**src/rtl/display_scan_controller.sv**
```systemverilog
// Time-multiplexed 4-digit hex display scanner; each digit is driven for STROBE_PERIOD cycles.
// All outputs registered (1-cycle latency); new data is double-buffered and only swapped in at frame boundaries.
module display_scan_controller #(
    parameter int STROBE_PERIOD = 100000
) (
    input  logic        CLK,
    input  logic        RESET,
    input  logic        ENABLE,
    input  logic        LOAD,
    input  logic [15:0] DIGITS_IN,
    input  logic [3:0]  DOTS_IN,
    output logic [1:0]  SEGMENT,
    output logic [3:0]  BINARY_OUT,
    output logic        DOT_OUT,
    output logic        BLANK,
    output logic        UPDATED
);

    localparam int CW = (STROBE_PERIOD > 2) ? $clog2(STROBE_PERIOD) : 1;
    localparam logic [CW-1:0] CNT_MAX = CW'(STROBE_PERIOD - 1);

    logic [CW-1:0] cnt_q, cnt_d;
    logic [1:0]    idx_q, idx_d;
    logic [15:0]   act_dig_q, act_dig_d;
    logic [3:0]    act_dot_q, act_dot_d;
    logic [15:0]   pend_dig_q, pend_dig_d;
    logic [3:0]    pend_dot_q, pend_dot_d;
    logic          pend_vld_q, pend_vld_d;
    logic [1:0]    seg_q, seg_d;
    logic [3:0]    bin_q, bin_d;
    logic          dot_q, dot_d;
    logic          blank_q, blank_d;
    logic          upd_q, upd_d;
    logic          wrap;
    logic          boundary;

    always_comb begin
        cnt_d      = cnt_q;
        idx_d      = idx_q;
        act_dig_d  = act_dig_q;
        act_dot_d  = act_dot_q;
        pend_dig_d = pend_dig_q;
        pend_dot_d = pend_dot_q;
        pend_vld_d = pend_vld_q;
        blank_d    = blank_q;
        upd_d      = 1'b0;
        wrap       = (cnt_q == CNT_MAX);
        boundary   = wrap && (idx_q == 2'd3);

        if (!ENABLE) begin
            // Blanked: scan parked at digit 0, loads go straight to the active buffer.
            cnt_d   = '0;
            idx_d   = 2'd0;
            blank_d = 1'b1;
            if (LOAD) begin
                act_dig_d  = DIGITS_IN;
                act_dot_d  = DOTS_IN;
                pend_vld_d = 1'b0;
                upd_d      = 1'b1;
            end
        end else begin
            blank_d = 1'b0;
            if (wrap) begin
                cnt_d = '0;
                idx_d = idx_q + 2'd1;
            end else begin
                cnt_d = cnt_q + CW'(1);
            end

            // A load on the boundary cycle bypasses pending so it is not delayed a whole frame.
            if (boundary) begin
                if (LOAD) begin
                    act_dig_d  = DIGITS_IN;
                    act_dot_d  = DOTS_IN;
                    pend_vld_d = 1'b0;
                    upd_d      = 1'b1;
                end else if (pend_vld_q) begin
                    act_dig_d  = pend_dig_q;
                    act_dot_d  = pend_dot_q;
                    pend_vld_d = 1'b0;
                    upd_d      = 1'b1;
                end
            end else if (LOAD) begin
                pend_dig_d = DIGITS_IN;
                pend_dot_d = DOTS_IN;
                pend_vld_d = 1'b1;
            end
        end

        seg_d = idx_d;
        bin_d = act_dig_d[{idx_d, 2'b00} +: 4];
        dot_d = act_dot_d[idx_d];
    end

    always_ff @(posedge CLK) begin
        if (RESET) begin
            cnt_q      <= '0;
            idx_q      <= 2'd0;
            act_dig_q  <= 16'h0000;
            act_dot_q  <= 4'b1111;
            pend_dig_q <= 16'h0000;
            pend_dot_q <= 4'b0000;
            pend_vld_q <= 1'b0;
            seg_q      <= 2'b00;
            bin_q      <= 4'h0;
            dot_q      <= 1'b1;
            blank_q    <= 1'b1;
            upd_q      <= 1'b0;
        end else begin
            cnt_q      <= cnt_d;
            idx_q      <= idx_d;
            act_dig_q  <= act_dig_d;
            act_dot_q  <= act_dot_d;
            pend_dig_q <= pend_dig_d;
            pend_dot_q <= pend_dot_d;
            pend_vld_q <= pend_vld_d;
            seg_q      <= seg_d;
            bin_q      <= bin_d;
            dot_q      <= dot_d;
            blank_q    <= blank_d;
            upd_q      <= upd_d;
        end
    end

    assign SEGMENT    = seg_q;
    assign BINARY_OUT = bin_q;
    assign DOT_OUT    = dot_q;
    assign BLANK      = blank_q;
    assign UPDATED    = upd_q;

endmodule

```
**config.mk**
```make
export PLATFORM = sky130hd
export DESIGN_NAME = display_scan_controller
export DESIGN_NICKNAME = d
export VERILOG_FILES = /design/src/rtl/display_scan_controller.sv
export SDC_FILE = /design/constraint.sdc
export NUM_CORES = 1
export LEC_CHECK = 0
export CORE_MARGIN = 2
export CORE_UTILIZATION = 45
export CTS_BUF_LIST = sky130_fd_sc_hd__clkbuf_4 sky130_fd_sc_hd__clkbuf_8
export DETAILED_ROUTE_END_ITERATION = 6
export HOLD_SLACK_MARGIN = 0.08
export PLACE_DENSITY = 0.75
export SLEW_MARGIN = 25
export SYNTH_ARGS = -nofsm -noshare
export SYNTH_HDL_FRONTEND = slang
export SYNTH_SLANG_ARGS = --single-unit
```
**constraint.sdc**
```tcl
create_clock -name CLK -period 2.8 [get_ports CLK]
set_clock_uncertainty 0.15 [all_clocks]
set_input_delay 0.84 -clock CLK [delete_from_list [all_inputs] [get_ports CLK]]
set_output_delay 0.84 -clock CLK [all_outputs]
set_load 0.005 [all_outputs]
```
==> results of run 1 <==
through the flow:
stage               cells  total power [W]
floorplan             390          0.00120
global placement      518          0.00130
detailed placement    518          0.00130
CTS                   534          0.00201
global route          534          0.00208
finish                534          0.00200
flip-flops by register name, summed over array words and instances, names as in the netlist:
name        cells
SEGMENT         2
DOT_OUT         1
UPDATED         1
pend_vld_q      1
BINARY_OUT      4
pend_dig_q     16
act_dot_q       4
act_dig_q      16
BLANK           1
pend_dot_q      4
cnt_q          17
power groups by stage:
stage | clock [W] | sequential, W | combinational, W
2_1_floorplan | 0 | 0.00103 | 0.000164
3_3_place_gp | 0 | 0.00104 | 0.000257
3_5_place_dp | 0 | 0.00104 | 0.000264
4_1_cts | 0.000723 | 0.00102 | 0.000266
5_1_grt | 0.000765 | 0.00102 | 0.000293
6_report | 0.000712 | 0.00102 | 0.000266
placed cells by master, fill, tap and decap left out, types with 10 or more instances in the layout:
cell	count
o21ai_0	11
or3_1	14
buf_4	23
nand2_1	27
a31oi_1	15
mux2_2	10
clkdlybuf4s50_1	32
nand3_1	10
inv_1	12
mux2i_1	30
nor2_1	60
dfxtp_1	67
cell families (layout without fill, tap and decap cells):
group,after synthesis,in the layout,synth area share
compound gates,72,72,0.150
buf+inv,40,85,0.0563
simple gates,157,157,0.243
fa+ha+maj,2,2,0.00727
xor+xnor,11,11,0.0280
flops,67,67,0.390
mux,41,41,0.126
worst register-to-register path, stage by stage, from the launching register on:
cell and delay [ns]:
dfxtp_1 0.37, ha_1 0.21, and4_1 0.30, nand4b_2 0.25
buf_4 0.25, nor2_1 0.34, o31ai_1 0.17, mux2_2 0.29
o32ai_1 0.14
synthesized netlist by cell type, types with 6 or more instances:
cell type / number
a21oi_1: 6
a31oi_1: 15
and3_1: 8
and4_1: 9
buf_2: 8
clkbuf_1: 15
dfxtp_1: 67
inv_1: 12
mux2_2: 10
mux2i_1: 30
nand2_1: 27
nand3_1: 10
nand3b_1: 8
nor2_1: 60
o21ai_0: 11
o22ai_1: 6
or3_1: 14
xor2_1: 9
per-layer routing:
layer | part of all wire | GRT usage | vias to the layer above
met1 | 0.45 | 0.283 | 1444
met4 | 0.016 | 0.0783 | 0
li1 | - | - | 1501
met3 | 0.061 | 0.0390 | 12
met5 | 0 | 0 | -
met2 | 0.47 | 0.339 | 86
area by class of cell:
| type | instances | share of cell area |
|---|---|---|
| multi-input combinational | 283 | 0.463 |
| tap | 99 | 0.0301 |
| timing repair buffer | 57 | 0.129 |
| sequential | 67 | 0.326 |
| clock buffer | 13 | 0.0374 |
| inverter | 12 | 0.0109 |
| clock inverter | 3 | 0.00364 |
worst paths after layout:
check,start,to,slack [ns]
worst max-delay path,LOAD,BINARY_OUT[1],0.21
worst min-delay path,cnt_q[0],cnt_q[0],0.31
worst max register to register,cnt_q[0],BINARY_OUT[1],0.25
worst min register to register,cnt_q[0],cnt_q[0],0.31
==> impl_results.md, run 1 <==
* Status: finished, final reports clean
* TritonCTS clock tree: done
* Vias post-DR at 3043
* Final hold slack at 0.308 ns
* Cell Area, Synth at 0.00344 mm^2
* P_leak at 1.66 nW
* Final ANT Viol Nets at 0
* Clock network fraction of total power at 0.357
* Worst slack at placement at -0.0658 ns
* Top_reg_cell synth: dfxtp_1
* Vias in the first global route at 2904
* Crit Path Class: input pin to register
* Max incr delay on CP at 0.55 ns
* Deepest clock path buffer count at 2
* Port Buffers at 32
* Maxcap violations at 0
* Final Hold Viols at 0
* Post-CTS Setup Inserts at 0
* Effective utilization at floorplan at 0.470
* Die W at 91.5 um
* CTS Buf Count at 9
* Power Dens Cells at 485 mW/mm^2
* Multi-input gate area at 0.00191 mm^2
* Final core occ at 0.562
* RSZ-0062 raised after global routing: no
* Initial antenna violation count at 0
* WHS Path Cells at 1
* Top-area cell type share of the netlist area at 0.390
* Nets at 456
* Flops & latches, synth at 67
* Worst EP required at 2.87 ns
* # setup viols final at 0
* Final HPWL DP at 5930 um
* Reg clk slew, reported paths at 0.07 ns
* Routability cong. at 0.926
* Cts hold-fix bufs at 0
* Top cell family by delay on the critical path: buffers and inverters
* Clk root buf: clkbuf_8
* Setup tns final at 0 ns
* Die area at 0.00837 mm^2
* Seq pwr share at 0.510
* Mapped Cells at 390
* Fmax at 386 MHz
* CTS Sinks at 67
* Pin count of the biggest net entering global routing at 37
* IO Pins at 33
* Async set or reset register ratio after synthesis at 0
* CP max FO at 9
* Avg WL per Cell at 15.6 um
* Hold WC Path Type: register to register
* Smallest setup slack after layout at 0.209 ns
* CP most frequent cell: buf_4
* Syn_area_per_cell at 8.83 um^2
* DRC violations left at 0
* FP Rows at 31
* CP bufs+invs at 3
* CP Capture Type: register
* Post-DR vias/cell at 5.70
* N_diodes at 0
* Worst r2r path cells at 8
* Number of library cell types mapped by synthesis at 49
* Internal at 0.00149 W
* Fillers at 652
* Clock latency at the later pin of the worst-skew pair at 0.35 ns
* Total GRT Usage at 0.212
* Worst path depth at 6
* Startpoint Class: input pin
* Post-CTS sizing at 0
* Cell taking the most area after synthesis: dfxtp_1
* Period utilisation layout at 0.925
* Register area at 0.00134 mm^2
* EDFF count, synth at 0
* H-tree levels at 3
* Cell area after layout at 0.00412 mm^2
* Syn-to-layout area delta at 19.7%
* Worst-margin pin slew at 0.523 ns
* Critical path cell sequence: clkdlybuf4s50_1 > buf_4 > buf_4 > or3_1 > a31oi_1 > o32ai_1
* Global-route wire length before repair at 14100 um
* Placement Cell Area at 0.00395 mm^2
* Combinational power share at 0.133
* Detailed Route WL at 8330 um
* Peak supply drop at 0.288 mV
* DR iter-0 viols at 188
* Core area at 0.00733 mm^2
* Slew Limit Fails at 0
* Sw Ratio at 0.255
* Slew HR at 0.651
* Post-synthesis sequential area ratio at 0.390
* First drt pass iteration count at 4
* Critical Path AT at 2.66 ns
* Largest cells by area after synthesis: dfxtp_1, mux2i_1, nor2_1, mux2_2, nand2_1
* Switch Pwr at 0.000509 W
* Die Ht at 91.5 um
* Syn_nets at 416
* Slowest CP cell: clkdlybuf4s50_1
* Ys Warns at 0
* Period minus WS final at 2.59 ns
* Ratio of cells with drive above 1 in the final layout at 0.140
* Gr ovfl total at 0
(Power assumes the default switching activity.)
==> inputs of run 2 (changes only) <==
--- a/config.mk
+++ b/config.mk
@@ -11,6 +11,7 @@
 export DETAILED_ROUTE_END_ITERATION = 6
 export HOLD_SLACK_MARGIN = 0.08
 export PLACE_DENSITY = 0.75
+export SKIP_LAST_GASP = 1
 export SLEW_MARGIN = 25
 export SYNTH_ARGS = -nofsm -noshare
 export SYNTH_HDL_FRONTEND = slang
==> results of run 2 <==
Final layout, timing and power as in run 1 (identical DEF).
